===== src/rtl/fm_spy_readout_if.sv =====
// Request and output-stream bundle for the spy read-out sequencer.
// Request side: valid/ready handshake, accepted only while the sequencer idles.
// Stream side: valid/ready, word pops on out_valid & out_ready.
interface fm_spy_readout_if #(
  parameter int SB_N   = 29,
  parameter int AXI_DW = 32,
  parameter int ADDR_W = 16
);
  localparam int SEL_W = (SB_N > 1) ? $clog2(SB_N) : 1;

  logic              req_valid;
  logic              req_ready;
  logic [SEL_W-1:0]  req_sb_sel;
  logic [ADDR_W-1:0] req_start_addr;
  logic [ADDR_W-1:0] req_len;
  logic [ADDR_W-1:0] req_addr_mask;

  logic              out_valid;
  logic              out_ready;
  logic [AXI_DW-1:0] out_data;
  logic              out_last;

  modport master (
    output req_valid, req_sb_sel, req_start_addr, req_len, req_addr_mask, out_ready,
    input  req_ready, out_valid, out_data, out_last
  );

  modport slave (
    input  req_valid, req_sb_sel, req_start_addr, req_len, req_addr_mask, out_ready,
    output req_ready, out_valid, out_data, out_last
  );
endinterface


===== src/rtl/fm_spy_readout.sv =====
// Block-read sequencer: drives one spy buffer's spy_en/spy_addr and streams the read words out.
// Latency: accept -> first spy_en 1 cycle; spy_en -> out_valid 2 cycles (capture + FIFO).
// Backpressure: credit-limited issue keeps FIFO from overflowing; optional checksum via FM_SPY_READOUT_CHECKSUM_EN.
module fm_spy_readout #(
  parameter int SB_N       = 29,
  parameter int AXI_DW     = 32,
  parameter int ADDR_W     = 16,
  parameter int FIFO_DEPTH = 4
) (
  input  logic                   spy_clock,
  input  logic                   axi_reset_n,
  fm_spy_readout_if.slave        bus,
  input  logic                   abort,
  output logic [SB_N-1:0]        spy_en,
  output logic [ADDR_W-1:0]      spy_addr,
  input  logic [SB_N*AXI_DW-1:0] spy_data_in,
  output logic                   busy,
  output logic                   done,
  output logic                   err_sel
);

  localparam int SEL_W = (SB_N > 1) ? $clog2(SB_N) : 1;
  localparam int PTR_W = $clog2(FIFO_DEPTH);
  localparam int CNT_W = PTR_W + 1;
  localparam logic [SEL_W:0] SB_N_L  = (SEL_W+1)'(SB_N);
  localparam logic [CNT_W:0] DEPTH_L = (CNT_W+1)'(FIFO_DEPTH);

  typedef enum logic [1:0] {S_IDLE, S_ISSUE, S_DRAIN, S_FINISH} state_t;

  state_t            state_q, state_d;
  logic [SEL_W-1:0]  sel_q, sel_d;
  logic [ADDR_W-1:0] addr_q, addr_d;
  logic [ADDR_W-1:0] mask_q, mask_d;
  logic [ADDR_W-1:0] rem_q, rem_d;
  logic              inflight_q, inflight_d;
  logic              infl_last_q, infl_last_d;
  logic              err_q, err_d;
  logic              done_q, done_d;

  logic [AXI_DW-1:0]     fdat_q [FIFO_DEPTH];
  logic [AXI_DW-1:0]     fdat_d [FIFO_DEPTH];
  logic [FIFO_DEPTH-1:0] flast_q, flast_d;
  logic [PTR_W-1:0]      wr_ptr_q, wr_ptr_d;
  logic [PTR_W-1:0]      rd_ptr_q, rd_ptr_d;
  logic [CNT_W-1:0]      cnt_q, cnt_d;

`ifdef FM_SPY_READOUT_CHECKSUM_EN
  logic [AXI_DW-1:0] csum_q, csum_d;
  logic              csum_pend_q, csum_pend_d;
  logic              csum_push;
`endif

  logic              accept;
  logic              credit;
  logic              issue;
  logic              last_issue;
  logic              flush;
  logic              data_push;
  logic              push;
  logic              pop;
  logic [AXI_DW-1:0] push_dat;
  logic              push_last;
  logic [AXI_DW-1:0] cap_data;
  logic [CNT_W:0]    occ;

  assign accept     = (state_q == S_IDLE) && bus.req_valid;
  assign flush      = abort && (state_q != S_IDLE);
  assign occ        = {1'b0, cnt_q} + {{CNT_W{1'b0}}, inflight_q};
  assign credit     = occ < DEPTH_L;
  // Issue is combinational on abort so the read enable drops in the abort cycle itself.
  assign issue      = (state_q == S_ISSUE) && credit && !abort;
  assign last_issue = (rem_q == ADDR_W'(1));
  assign data_push  = inflight_q && !flush;
  assign pop        = (cnt_q != '0) && bus.out_ready;

  // Select the returning read word from the buffer latched at request time.
  always_comb begin
    cap_data = '0;
    for (int i = 0; i < SB_N; i++) begin
      if (sel_q == SEL_W'(i)) cap_data = spy_data_in[i*AXI_DW +: AXI_DW];
    end
  end

  // One-hot read enable; spy_addr is the registered current address.
  always_comb begin
    spy_en = '0;
    for (int i = 0; i < SB_N; i++) begin
      spy_en[i] = issue && (sel_q == SEL_W'(i));
    end
  end

  // FIFO write mux: data capture, or the checksum word once all data is in.
  always_comb begin
`ifdef FM_SPY_READOUT_CHECKSUM_EN
    csum_push = csum_pend_q && !inflight_q && (state_q == S_DRAIN) &&
                (cnt_q < CNT_W'(FIFO_DEPTH)) && !flush;
    push      = data_push || csum_push;
    push_dat  = csum_push ? csum_q : cap_data;
    push_last = csum_push;
`else
    push      = data_push;
    push_dat  = cap_data;
    push_last = infl_last_q;
`endif
  end

  // FIFO next state; abort empties it so out_valid drops the following cycle.
  always_comb begin
    fdat_d   = fdat_q;
    flast_d  = flast_q;
    wr_ptr_d = wr_ptr_q;
    rd_ptr_d = rd_ptr_q;
    cnt_d    = cnt_q;
    if (flush) begin
      wr_ptr_d = '0;
      rd_ptr_d = '0;
      cnt_d    = '0;
    end else begin
      if (push) begin
        fdat_d[wr_ptr_q]  = push_dat;
        flast_d[wr_ptr_q] = push_last;
        wr_ptr_d          = wr_ptr_q + PTR_W'(1);
      end
      if (pop) rd_ptr_d = rd_ptr_q + PTR_W'(1);
      if (push && !pop) cnt_d = cnt_q + CNT_W'(1);
      else if (!push && pop) cnt_d = cnt_q - CNT_W'(1);
    end
  end

  // Sequencer next state: request latch, address walk, drain and completion.
  always_comb begin
    state_d     = state_q;
    sel_d       = sel_q;
    addr_d      = addr_q;
    mask_d      = mask_q;
    rem_d       = rem_q;
    err_d       = err_q;
    inflight_d  = issue;
    infl_last_d = issue && last_issue;
`ifdef FM_SPY_READOUT_CHECKSUM_EN
    csum_d      = csum_q;
    csum_pend_d = csum_pend_q;
    if (data_push) begin
      csum_d = csum_q ^ cap_data;
      if (infl_last_q) csum_pend_d = 1'b1;
    end
    if (csum_push) csum_pend_d = 1'b0;
`endif
    case (state_q)
      S_IDLE: begin
        if (accept) begin
          sel_d  = bus.req_sb_sel;
          addr_d = bus.req_start_addr & bus.req_addr_mask;
          mask_d = bus.req_addr_mask;
          rem_d  = bus.req_len;
          err_d  = 1'b0;
`ifdef FM_SPY_READOUT_CHECKSUM_EN
          csum_d = '0;
`endif
          if ({1'b0, bus.req_sb_sel} >= SB_N_L) begin
            err_d   = 1'b1;
            state_d = S_FINISH;
          end else if (bus.req_len == '0) begin
`ifdef FM_SPY_READOUT_CHECKSUM_EN
            // Empty transfer still delivers its (zero) checksum word.
            csum_pend_d = 1'b1;
            state_d     = S_DRAIN;
`else
            state_d = S_FINISH;
`endif
          end else begin
            state_d = S_ISSUE;
          end
        end
      end
      S_ISSUE: begin
        if (abort) begin
          state_d = S_FINISH;
        end else if (issue) begin
          addr_d = (addr_q + ADDR_W'(1)) & mask_q;
          rem_d  = rem_q - ADDR_W'(1);
          if (last_issue) state_d = S_DRAIN;
        end
      end
      S_DRAIN: begin
        if (abort) begin
          state_d = S_FINISH;
`ifdef FM_SPY_READOUT_CHECKSUM_EN
        end else if (cnt_d == '0 && !inflight_d && !csum_pend_d) begin
`else
        end else if (cnt_d == '0 && !inflight_d) begin
`endif
          state_d = S_FINISH;
        end
      end
      S_FINISH: state_d = S_IDLE;
      default:  state_d = S_IDLE;
    endcase
`ifdef FM_SPY_READOUT_CHECKSUM_EN
    if (flush) csum_pend_d = 1'b0;
`endif
    // done is high exactly for the FINISH cycle.
    done_d = (state_d == S_FINISH);
  end

  // All state registers; asynchronous reset returns to IDLE with an empty FIFO.
  always_ff @(posedge spy_clock or negedge axi_reset_n) begin
    if (!axi_reset_n) begin
      state_q     <= S_IDLE;
      sel_q       <= '0;
      addr_q      <= '0;
      mask_q      <= '0;
      rem_q       <= '0;
      inflight_q  <= 1'b0;
      infl_last_q <= 1'b0;
      err_q       <= 1'b0;
      done_q      <= 1'b0;
      for (int i = 0; i < FIFO_DEPTH; i++) fdat_q[i] <= '0;
      flast_q     <= '0;
      wr_ptr_q    <= '0;
      rd_ptr_q    <= '0;
      cnt_q       <= '0;
`ifdef FM_SPY_READOUT_CHECKSUM_EN
      csum_q      <= '0;
      csum_pend_q <= 1'b0;
`endif
    end else begin
      state_q     <= state_d;
      sel_q       <= sel_d;
      addr_q      <= addr_d;
      mask_q      <= mask_d;
      rem_q       <= rem_d;
      inflight_q  <= inflight_d;
      infl_last_q <= infl_last_d;
      err_q       <= err_d;
      done_q      <= done_d;
      fdat_q      <= fdat_d;
      flast_q     <= flast_d;
      wr_ptr_q    <= wr_ptr_d;
      rd_ptr_q    <= rd_ptr_d;
      cnt_q       <= cnt_d;
`ifdef FM_SPY_READOUT_CHECKSUM_EN
      csum_q      <= csum_d;
      csum_pend_q <= csum_pend_d;
`endif
    end
  end

  assign spy_addr      = addr_q;
  assign bus.req_ready = (state_q == S_IDLE);
  assign busy          = (state_q != S_IDLE);
  assign done          = done_q;
  assign err_sel       = err_q;
  assign bus.out_valid = (cnt_q != '0);
  assign bus.out_data  = fdat_q[rd_ptr_q];
  assign bus.out_last  = flast_q[rd_ptr_q];

endmodule

===== src/flat_wrapper.sv =====
// flat-port wrapper written by rule: the top's interface ports become plain ports
module fm_spy_readout_flat 
#(
  parameter int SB_N       = 29,
  parameter int AXI_DW     = 32,
  parameter int ADDR_W     = 16,
  parameter int FIFO_DEPTH = 4
)
  (spy_clock, axi_reset_n, abort, spy_en, spy_addr, spy_data_in, busy, done, err_sel, bus_req_valid, bus_req_sb_sel, bus_req_start_addr, bus_req_len, bus_req_addr_mask, bus_out_ready, bus_req_ready, bus_out_valid, bus_out_data, bus_out_last);
  fm_spy_readout_if #(.SB_N(SB_N), .AXI_DW(AXI_DW), .ADDR_W(ADDR_W)) bus_i ();
  input  logic spy_clock;
  input  logic axi_reset_n;
  input  logic abort;
  output logic [SB_N-1:0] spy_en;
  output logic [ADDR_W-1:0] spy_addr;
  input  logic [SB_N*AXI_DW-1:0] spy_data_in;
  output logic busy;
  output logic done;
  output logic err_sel;
  input wire logic [$bits(bus_i.req_valid)-1:0] bus_req_valid;
  input wire logic [$bits(bus_i.req_sb_sel)-1:0] bus_req_sb_sel;
  input wire logic [$bits(bus_i.req_start_addr)-1:0] bus_req_start_addr;
  input wire logic [$bits(bus_i.req_len)-1:0] bus_req_len;
  input wire logic [$bits(bus_i.req_addr_mask)-1:0] bus_req_addr_mask;
  input wire logic [$bits(bus_i.out_ready)-1:0] bus_out_ready;
  output wire logic [$bits(bus_i.req_ready)-1:0] bus_req_ready;
  output wire logic [$bits(bus_i.out_valid)-1:0] bus_out_valid;
  output wire logic [$bits(bus_i.out_data)-1:0] bus_out_data;
  output wire logic [$bits(bus_i.out_last)-1:0] bus_out_last;
  assign bus_i.req_valid = bus_req_valid;
  assign bus_i.req_sb_sel = bus_req_sb_sel;
  assign bus_i.req_start_addr = bus_req_start_addr;
  assign bus_i.req_len = bus_req_len;
  assign bus_i.req_addr_mask = bus_req_addr_mask;
  assign bus_i.out_ready = bus_out_ready;
  assign bus_req_ready = bus_i.req_ready;
  assign bus_out_valid = bus_i.out_valid;
  assign bus_out_data = bus_i.out_data;
  assign bus_out_last = bus_i.out_last;
  fm_spy_readout #(.SB_N(SB_N), .AXI_DW(AXI_DW), .ADDR_W(ADDR_W), .FIFO_DEPTH(FIFO_DEPTH)) u_core (.spy_clock(spy_clock), .axi_reset_n(axi_reset_n), .bus(bus_i), .abort(abort), .spy_en(spy_en), .spy_addr(spy_addr), .spy_data_in(spy_data_in), .busy(busy), .done(done), .err_sel(err_sel));
endmodule

===== config.mk =====
export PLATFORM = sky130hd
export DESIGN_NAME = fm_spy_readout_flat
export DESIGN_NICKNAME = d
export VERILOG_FILES = /design/src/rtl/fm_spy_readout_if.sv /design/src/rtl/fm_spy_readout.sv /design/src/flat_wrapper.sv
export SDC_FILE = /design/constraint.sdc
export NUM_CORES = 1
export LEC_CHECK = 0
export CORE_AREA = 8 8 414 416
export CTS_BUF_LIST = sky130_fd_sc_hd__clkbuf_8 sky130_fd_sc_hd__clkbuf_16
export DETAILED_ROUTE_END_ITERATION = 6
export DIE_AREA = 0 0 422 424
export PLACE_DENSITY = 0.36
export SLEW_MARGIN = 30
export SYNTH_ARGS = -nofsm -noshare
export SYNTH_HDL_FRONTEND = slang
export SYNTH_SLANG_ARGS = --single-unit

===== constraint.sdc =====
create_clock -name spy_clock -period 2.9 [get_ports spy_clock]
set_input_delay 0.435 -clock spy_clock [delete_from_list [all_inputs] [get_ports spy_clock]]
set_output_delay 0.435 -clock spy_clock [all_outputs]
set_load 0.1 [all_outputs]

Word-level counts from Yosys, hierarchy flattened. Cells that the tools add are included.

Memory bits (writable): 0. Bits in latches: 0. Bits in registers: 198. Bits in read-only memories: 0. Memories: 0. Output and inout port bits: 83. Input bits: 986. Word-level logic and storage cells: 196.

Shift operators: 0. Order comparisons: 8. Div/mod/pow operators: 0. Mux-type cells: 65. Equality and inequality tests: 36. Add/subtract/negate cells: 7. Multiply operators: 0. Bitwise gates (word level): 5. Reductions and logical operators: 58.

Operator list (count): $mux W32 (32); $bwmux W128 (1); $mux W16 (6); $eq A5 B5 Y1 const B (13); $bmux W32 S2 (1); $demux W32 S2 (1); $pmux W16 S2 (2); $logic_and A1 B1 Y1 (41); $eq A5 B4 Y1 const B (8); $and A16 B16 Y16 (2); $mux W2 (12); $eq A5 B3 Y1 const B (4); $add A16 B1 Y16 const B (1); $eq A16 B1 Y1 const B (1); $logic_not A16 Y1 (1); $sub A16 B1 Y16 const B (1); $eq A5 B2 Y1 const B (2); $mux W3 (3); $pmux W2 S4 (1); $reduce_bool A2 Y1 (4); $eq A2 B2 Y1 const B (3); $ge A3 B3 Y1 const B (2); $lt A2 B3 Y1 const B (2); $not A2 Y3 (2); other kinds (24) (33).

Longest topological paths before layout. Gate-level depths: netlist (run 1).

Depth in word-level cells: 31. Mapped depth: 12. Mapped depth without buffers: 10.

Worst setup path after synthesis (run 1). No wires, ideal clock.

Kind: reg-to-output. Start point: register u_core.sel_q[2]. End point: output spy_en[25]. Path slack: -0.890 ns. Arrival time: 3.355 ns. Buffers on the path: 4. Data required time: 2.465 ns. Cell stages (with the launch flop): 7. Path through: dfrtp_1 > buf_4 > buf_2 > nand3b_1 > clkbuf_1 > clkbuf_1 > nor3_1.

Cells in the longest elaborated chain, start to end: 2.

Ends and longest elaborated chain: start, declared (line fm_spy_readout.sv:31) `logic [SEL_W-1:0] sel_q, sel_d;`; start signal, assigned (line fm_spy_readout.sv:229) `sel_q <= sel_d;`; $eq A5 B5 Y1 (line fm_spy_readout.sv:88) `spy_en[i] = issue && (sel_q == SEL_W'(i));`; $logic_and A1 B1 Y1 (line fm_spy_readout.sv:88); end, declared (line flat_wrapper.sv:14) `output logic [SB_N-1:0] spy_en;`.

No other way between the ends.

Worst setup path in the final report (run 1).
Start point: register u_core.sel_q[1]. End point: register u_core.fdat_q[78] (netlist bit).

Cells in the longest elaborated chain, start to end: 31. Elaborated cells on any way between the ends: 59. Those cells by class: eq/ne: 28; mux: 30; reduce/logical: 1.

Ends and longest elaborated chain: $logic_not A5 Y1 (line fm_spy_readout.sv:80) `if (sel_q == SEL_W'(i)) cap_data = spy_data_in[i*AXI_DW +: AXI_DW];`; $mux W32 (28 in a row) (line fm_spy_readout.sv:80); $mux W32 (*) (line fm_spy_readout.sv:80); $bwmux W128 (*) (line fm_spy_readout.sv:120) `fdat_d[wr_ptr_q] = push_dat;`; end signal, assigned (line fm_spy_readout.sv:237) `fdat_q <= fdat_d;`; end, declared (line fm_spy_readout.sv:40) `logic [AXI_DW-1:0] fdat_q [FIFO_DEPTH];`.

Every way passes the cells marked *; elsewhere a longest branch is shown, timed or not. A chain may end at the register's enable or synchronous reset.

==> metrics.md, run 1 <==
| Metric | Value |
|---|---|
| Root buffer cell | clkbuf_16 |
| I/O Buffers | 1068 |
| Outcome | finished, violations left |
| Tmin final | 3.060 ns |
| IO Count | 1069 |
| Initial antenna violation count | 82 |
| Critical path buffer and inverter count | 3 |
| Dominant cells by area after synthesis | dfrtp_1 (27%), nand2_1 (6.2%), a21oi_1 (5.9%) |
| Clock Tree Buf Depth | 2 |
| Post-Syn Area | 18400 sq um |
| Ys async rst share | 100.0% |
| CP Launch Type | flip-flop |
| Die Span Y | 424 um |
| Highest net fanout along the worst path | 7 |
| DPL Wire Length | 193900 um |
| Final count of hold timing violations | 0 |
| Yosys top cell area share | 26.93% |
| Synth-to-Final Area Change | 111.4% |
| Failing checks | setup timing |
| Chip Width | 422 um |
| Drt pass-1 iters | 6 |
| Synth warnings | 0 |
| Critical Path RT | 3.28 ns |
| Clock Latency Late Sink | 0.51 ns |
| Count leader, synth | nand2_1 |
| Share of cells above drive strength 1 | 27.00% |
| Total track usage | 23.88% |
| Max capacitance violation total | 0 |
| DR iter-0 viols | 2598 |
| Pwr dens | 1086 nW/um^2 |
| H-tree depth | 4 |
| Synth Register Bits | 198 |
| R2R setup slack | -0.16 ns |
| Setup Crit Path Kind | reg -> reg |
| Number of synthesized flops with an enable pin | 0 |
| Placer Congestion | 0.9313 |
| CP dominant cell by count | buf_12 |
| Setup violators final | 15 |
| CP Capture Type | flip-flop |
| Grt ovf | 0 |
| Pins Over Slew Limit | 0 |
| DRT Wirelength | 227200 um |
| Final ANT Viol Nets | 0 |
| Final core utilization | 23.65% |
| Worst-path clk slew | 0.09 ns |
| Synthesized Nets | 3338 |
| # fillers | 18130 |
| DR DRC count | 0 |
| Actual slew at the worst max-slew pin | 0.8701 ns |
| Unrepaired setup endpoints after global routing | yes |
| LEAKAGE | 14.86 nW |
| CTS tree | done |
| CP delay by family, top | compound AO/OA/AOI/OAI gates |
| Core box area | 164400 sq um |
| Syn avg cell area | 7.856 sq um |
| CP arrival | 3.44 ns |
| Slew margin rel. | 41.64% |
| Synth Instances | 2342 |
| Via density | 4.584 |
| Final Cycle Share | 105.5% |
| Via Count | 27400 |
| Setup_tns | -0.8231 ns |
| Clock Skew | 0.01692 ns |
| Crit path cell chain | buf_12 > buf_12 > and3b_2 > buf_6 > a21o_1 > a222oi_1 > o31ai_4 > nand3_1 > a41oi_2 > mux2_4 |
| Dominant synthesized flop cell | dfrtp_1 |
| Final #Nets | 4739 |
| Worst setup margin | -0.1603 ns |
| Seq/Total Area, Yosys | 26.93% |
| First-pass GRT wire length | 288000 um |
| Synth area leader | dfrtp_1 |
| Die Area | 178900 sq um |
| Worst Hold Class | in -> async |
| DR WL/cell | 38.02 um |
| Worst path max stage delay | 0.55 ns |
| Design Area, Final | 38890 sq um |
| Post-synth top cells | nand2_1 (302), a21oi_1 (217), o21ai_0 (215) |
| Slowest-stage cell, CP | dfrtp_4 |
| Cell Area, Placed | 35660 sq um |
| Standard-cell rows | 149 |
| VDD IR max | 0.8147 mV |
| # placed instances | 5825 |
| Largest net degree at the start of global routing | 72 |
| Post-synthesis cell type count | 97 |
| CTS Buf Count | 17 |
| Vias in the first global route | 27560 |
| Initial core utilization | 11.19% |
| Cell Count, Final, Fillers Out | 5976 |
| CTS Sinks | 198 |
| Fmax | 0.3268 GHz |
==> cell families (layout without fill, tap and decap cells) <==
logic type | after synthesis | after routing | share of synthesized area [%]
compound gates | 938 | 938 | 33.26
simple gates | 792 | 792 | 20.78
buf+inv | 234 | 1648 | 6.093
flops | 198 | 198 | 26.93
mux | 165 | 165 | 12.02
fa+ha+maj | 10 | 10 | 0.6800
xor+xnor | 5 | 5 | 0.2380
other cells | 0 | 31 | 0
==> what timing repair did <==
action                                  4_1_cts  5_1_grt
hold buffers                                  1        0
gates resized for setup                     221      151
cloned                                        6        3
buffers inserted                             60       27
pin swaps                                    51       74
hold endpoints to repair                     66        0
endpoints found under the setup margin      141      130
==> through the flow <==
stage               setup slack (ns)  hold slack (ns)  power (W)
floorplan                    -0.6826           0.1394    0.01863
global placement             -0.5852           0.4465    0.03628
detailed placement           -0.6015           0.4426    0.03626
CTS                          -0.1122           0.4506    0.04136
global route                 -0.1799           0.4713    0.04385
finish                       -0.1603           0.4738    0.04222
==> final cells by class <==
type | count | area, sq um | share of cell area, %
well taps | 2189 | 2739 | 7.043
repair buffers | 1589 | 16540 | 42.52
multi-input cells | 1910 | 13920 | 35.79
clock buffers | 17 | 425.4 | 1.094
diodes | 31 | 77.57 | 0.1995
flip-flops and latches | 198 | 4974 | 12.79
inverters | 27 | 106.4 | 0.2735
clock inverters | 15 | 112.6 | 0.2896
==> path summary, 6_finish.rpt <==
path | start | endpoint | depth (start not counted)
setup reg to reg | u_core.sel_q[1] | u_core.fdat_q[78] | 10
hold reg to reg | u_core.flast_q[2] | u_core.flast_q[2] | 2
min in group spy_clock | u_core.flast_q[2] | u_core.flast_q[2] | 2
max in group asynchronous | axi_reset_n | u_core.sel_q[0] | 3
setup / recovery | u_core.sel_q[1] | u_core.fdat_q[78] | 10
hold / removal | axi_reset_n | u_core.rem_q[14] | 2
==> flip-flops by register name (all words and copies together), names as in the netlist <==
register and count:
u_core.state_q 2, u_core.rem_q 16, u_core.cnt_q 3, u_core.done 1
u_core.wr_ptr_q 2, u_core.mask_q 16, u_core.fdat_q 128, u_core.spy_addr 16
u_core.infl_last_q 1, u_core.sel_q 5, u_core.rd_ptr_q 2, u_core.err_sel 1
u_core.flast_q 4, u_core.inflight_q 1
==> layer usage <==
layer	track usage (%)	wire (um)	up-vias
met3	4.166	12640	245
met5	0	137	-
li1	-	-	11820
met1	29.05	91850	13980
met4	5.899	7544	22
met2	43.45	115100	1326
==> layout by cell type (no fill, tap or decap), types with 15 or more instances in the layout <==
master           instances
a211oi_1                22
a21o_1                  19
a21oi_1                198
a21oi_2                 16
a221oi_1                16
a221oi_2                15
a22oi_1                 71
a31oi_1                 27
buf_12                 130
buf_4                  412
buf_6                   38
clkbuf_16               20
clkdlybuf4s50_1        984
dfrtp_1                191
diode_2                 31
inv_1                   27
mux2_2                  57
mux2i_1                 55
mux4_2                  38
nand2_1                288
nand2b_1                16
nand3_1                 52
nor2_1                 145
nor2_2                  26
nor2_4                  17
nor2b_1                 18
nor3_1                  50
o211ai_1                21
o21ai_0                181
o21ai_1                 40
o221ai_1                21
o22ai_1                 83
==> where the power goes <==
group,internal [W],switching (W)
Clock,0.00110,0.00131
Sequential,0.00389,0.000919
Combinational,0.0137,0.0213
Total,0.0187,0.0235
Power figures use the tool's default switching activity.
==> run 2: changes to the inputs <==
--- a/config.mk
+++ b/config.mk
@@ -5,11 +5,14 @@
 export SDC_FILE = /design/constraint.sdc
 export NUM_CORES = 1
 export LEC_CHECK = 0
-export CORE_AREA = 8 8 414 416
+export ABC_AREA = 1
+export CELL_PAD_IN_SITES_DETAIL_PLACEMENT = 0
+export CELL_PAD_IN_SITES_GLOBAL_PLACEMENT = 1
+export CORE_AREA = 8 8 405 407
 export CTS_BUF_LIST = sky130_fd_sc_hd__clkbuf_8 sky130_fd_sc_hd__clkbuf_16
 export DETAILED_ROUTE_END_ITERATION = 6
-export DIE_AREA = 0 0 422 424
-export PLACE_DENSITY = 0.36
+export DIE_AREA = 0 0 413 415
+export PLACE_DENSITY = 0.48
 export SLEW_MARGIN = 30
 export SYNTH_ARGS = -nofsm -noshare
 export SYNTH_HDL_FRONTEND = slang
==> run 2 against run 1 <==
Compared with the run above: the run still ends with setup timing left; clock power up 9.9%; clock skew increased by 0.011 ns; worst hold slack improved by 0.0046 ns; count of clock-buffer cells in the layout unchanged; critical path type unchanged; critical endpoint is now u_core.fdat_q[87]; largest cell class unchanged.
==> metrics.md, run 2 <==
| Metric | Value |
|---|---|
| Outcome | finished, violations left (unchanged) |
| Failing checks | setup timing (unchanged) |
| Synth-to-Final Area Change | 116.6% (was 111.4%) |
| Final #Nets | 5378 (was 4739) |
| R2R cell count | 23 (was 10) |
| Cell Area, Placed | 34010 sq um (was 35660 sq um) |
| Synth area leader | dfrtp_1 (unchanged) |
| Pwr dens | 870.3 nW/um^2 (was 1086 nW/um^2) |
| Slowest-stage cell, CP | dfrtp_2 (was dfrtp_4) |
| Vias in the first global route | 27070 (was 27560) |
| Worst path max stage delay | 0.40 ns (was 0.55 ns) |
| Most frequent cells in the layout | nand2_1 (1097), clkdlybuf4s50_1 (984), nor2_1 (328), inv_1 (287), buf_4 (236) (was clkdlybuf4s50_1 (984), buf_4 (412), nand2_1 (288), a21oi_1 (198), dfrtp_1 (191)) |
| DR DRC count | 0 (unchanged) |
| Final Power | 0.03277 W (was 0.04222 W) |
| Cell Count, Final, Fillers Out | 6520 (was 5976) |
| Highest net fanout along the worst path | 10 (was 7) |
| Sequential Power Share | 13.2% (was 11.4%) |
| Clock Skew | 0.02823 ns (was 0.01692 ns) |
| Biggest register | u_core.fdat_q (unchanged) |
| CTS tree | done (unchanged) |
| Initial core utilization | 11.04% (was 11.19%) |
| Yosys top cell area share | 28.50% (was 26.93%) |
| Total track usage | 20.33% (was 23.88%) |
| Post-synth top cells | nand2_1 (1227), nor2_1 (470), inv_1 (299) (was nand2_1 (302), a21oi_1 (217), o21ai_0 (215)) |
| Logic pwr share | 78.7% (was 82.9%) |
| Synth Instances | 3048 (was 2342) |
| Number of synthesized flops with an enable pin | 0 (unchanged) |
| Placer Congestion | 0.9337 (was 0.9313) |
| DR WL/cell | 28.09 um (was 38.02 um) |
| Count leader, synth | nand2_1 (unchanged) |
| CP Launch Type | flip-flop (unchanged) |
| Pins Over Slew Limit | 0 (unchanged) |
| Via Count | 26440 (was 27400) |
| LEAKAGE | 16.47 nW (was 14.86 nW) |
| Largest net degree at the start of global routing | 71 (was 72) |
| Share of cells above drive strength 1 | 22.53% (was 27.00%) |
| R2R setup slack | -1.03 ns (was -0.16 ns) |
| Critical path buffer and inverter count | 6 (was 3) |
| Die Area | 171400 sq um (was 178900 sq um) |
| CP arrival | 4.34 ns (was 3.44 ns) |
| Dominant cells by area after synthesis | dfrtp_1 (28%), nand2_1 (26%), nor2_1 (10%) (was dfrtp_1 (27%), nand2_1 (6.2%), a21oi_1 (5.9%)) |
| Die Span Y | 415 um (was 424 um) |
| Clock Latency Late Sink | 0.52 ns (was 0.51 ns) |
| DPL Wire Length | 156400 um (was 193900 um) |
| Worst setup margin | -1.030 ns (was -0.1603 ns) |
| DR iter-0 viols | 1779 (was 2598) |
| Ys async rst share | 100.0% (unchanged) |
| Design Area, Final | 37650 sq um (was 38890 sq um) |
| Commonest non-fill, non-tap cell in the layout | nand2_1 (was clkdlybuf4s50_1) |
| Worst R2R End | u_core.fdat_q[87] (was u_core.fdat_q[78]) |
| Clock power frac | 8.1% (was 5.7%) |
| Unrepaired setup endpoints after global routing | yes (unchanged) |
| CTS Sinks | 198 (unchanged) |
| Crit path cell chain | inv_4 > buf_4 > nand4_4 > inv_4 > buf_12 > buf_6 > nand2_1 > nand4_1 > nand2_2 > nand4_1 > nor2_2 > nand4_1 > nor2_2 > nand4_1 > nor2_1 > nand4_1 > buf_12 > nor2_4 > nand4_1 > nor2_1 > nand3_2 > nand2_1 > nand2_1 (was buf_12 > buf_12 > and3b_2 > buf_6 > a21o_1 > a222oi_1 > o31ai_4 > nand3_1 > a41oi_2 > mux2_4) |
| Actual slew at the worst max-slew pin | 0.7477 ns (was 0.8701 ns) |
| Critical Path RT | 3.31 ns (was 3.28 ns) |
| Syn avg cell area | 5.705 sq um (was 7.856 sq um) |
| CTS Buf Count | 17 (unchanged) |
| NetSw | 0.01843 W (was 0.02351 W) |
| H-tree depth | 4 (unchanged) |
| Grt ovf | 0 (unchanged) |
| I/O Buffers | 1068 (unchanged) |
| Slew margin rel. | 50.15% (was 41.64%) |
| Internal power | 0.01434 W (was 0.01871 W) |
| FF-to-FF Start | u_core.sel_q[4] (was u_core.sel_q[1]) |
| Endpoint, Worst Hold | u_core.fdat_q[60] |
| Worst-path clk slew | 0.09 ns (about the same) |
| # placed instances | 6344 (was 5825) |
| DRT Wirelength | 183100 um (was 227200 um) |
| Dominant synthesized flop cell | dfrtp_1 (unchanged) |
| Seq/Total Area, Yosys | 28.50% (was 26.93%) |
| CP Capture Type | flip-flop (unchanged) |
| IO Count | 1069 (unchanged) |
| Post-Place Worst Slack | -1.615 ns (was -0.6015 ns) |
| Setup Crit Path Kind | reg -> reg (unchanged) |
| Final ANT Viol Nets | 0 (unchanged) |
| Net Sw Frac | 56.25% (was 55.69%) |
| Clock Tree Buf Depth | 2 (unchanged) |
| Synthesized Nets | 4044 (was 3338) |
| Via density | 4.056 (was 4.584) |
| Final count of hold timing violations | 0 (unchanged) |
| CP dominant cell by count | nand4_1 (was buf_12) |
| Initial antenna violation count | 99 (was 82) |
| Core box area | 157500 sq um (was 164400 sq um) |
| Post-Syn Area | 17390 sq um (was 18400 sq um) |
| CP delay by family, top | simple AND/OR/NAND/NOR gates (was compound AO/OA/AOI/OAI gates) |
| Chip Width | 413 um (was 422 um) |
| VDD IR max | 0.6232 mV (was 0.8147 mV) |
| Hold path depth | 2 |
| Worst Hold Class | reg -> reg (was in -> async) |
| Max capacitance violation total | 0 (unchanged) |
| Tmin final | 3.930 ns (was 3.060 ns) |
| Synth Register Bits | 198 (unchanged) |
| Drt pass-1 iters | 5 (was 6) |
| Synth warnings | 0 (unchanged) |
| Standard-cell rows | 146 (was 149) |
| Hold path start | u_core.fdat_q[60] |
| Post-synthesis cell type count | 45 (was 97) |
| Final Cycle Share | 135.5% (was 105.5%) |
| Max reg flops | 128 (unchanged) |
| Root buffer cell | clkbuf_16 (unchanged) |
| Setup violators final | 138 (was 15) |
| Fmax | 0.2544 GHz (was 0.3268 GHz) |
| First-pass GRT wire length | 240500 um (was 288000 um) |
## run 2: cell types whose count changed after synthesis, sizes merged, moves of 76 or more
cell / change
a21oi: -149
a22oi: -76
buf: -77
inv: +289
nand2: +926
nand4: +216
nor2: +292
o21ai: -119
## run 2: layout make-up
cell class | count | area [sq um]
Antenna cell | 53 | 132.6
Clock buffer | 17 | 425.4
Clock inverter | 15 | 195.2
Fill cell | 17860 | 119800
Inverter | 316 | 1260
Multi-Input combinational cell | 2378 | 12390
Sequential cell | 198 | 4961
Tap cell | 2072 | 2592
Timing Repair Buffer | 1471 | 15700
## run 2: what timing repair did
item                                    CTS  global route
pin swaps                               214           274
hold endpoints to repair                 37             0
resized for setup                       431           175
endpoints found under the setup margin  154           151
hold buffers                              1             0
cloned                                    2             1
buffers inserted                         80            34
## run 2: power groups by stage
stage,Combinational [W],Clock (W),Sequential (W)
floorplan,0.00974,0,0.00512
global placement,0.0235,0,0.00434
detailed placement,0.0235,0,0.00436
CTS,0.0259,0.00276,0.00432
global route,0.0274,0.00283,0.00444
finish,0.0258,0.00266,0.00432
## run 2: worst max path at each step
stage                            startpoint                end  slack [ns]  cells after the start
after detailed placement    u_core.sel_q[1]  u_core.fdat_q[40]       -1.61                     24
after floorplan           u_core.state_q[0]         spy_en[13]       -0.50                      8
after CTS                   u_core.sel_q[2]  u_core.fdat_q[87]       -1.11                     23
after global placement      u_core.sel_q[1]  u_core.fdat_q[40]       -1.58                     24
final                       u_core.sel_q[4]  u_core.fdat_q[87]       -1.03                     23
after global routing        u_core.sel_q[4]  u_core.fdat_q[87]       -1.22                     23
## run 2: through the flow
step                      util [%]  hold WS (ns)  TNS, ns
after floorplan                  -        0.1394   -7.096
after global placement       21.60        0.4561  -148.77
after detailed placement     21.60        0.4599  -149.73
after CTS                    23.44        0.4682  -109.88
after global routing         23.89        0.4926  -121.83
final                        23.91        0.4785   -92.66
## run 2: cells by family (layout without fill, tap and decap cells)
kind of cell | Yosys count | in the layout | share of synthesized area, %
other | 0 | 53 | 0
DFF | 198 | 198 | 28.50
adders and majority gates | 10 | 10 | 0.7196
AOI/OAI and AO/OA | 249 | 249 | 7.836
muxes | 12 | 12 | 0.7771
and+or+nand+nor | 2104 | 2104 | 51.35
xor gates and xnor gates | 3 | 3 | 0.1511
buffers and inverters | 472 | 1819 | 10.67
## run 2: worst register-to-register path: cells and delay by family (launching register included)
family / cells / cell delay (ns)
simple gates: 17 / 2.52
buf+inv: 6 / 0.92
flops: 1 / 0.40
## run 2: routing by layer
layer | vias to the layer above | share of wire (%) | routed length, um | track usage (%)
met4 | 34 | 2.5 | 4580 | 5.072
li1 | 12400 | - | - | -
met1 | 12760 | 40 | 73630 | 24.08
met2 | 1039 | 50 | 91450 | 36.15
met3 | 215 | 7.3 | 13280 | 5.493
met5 | - | 0.11 | 209 | 0
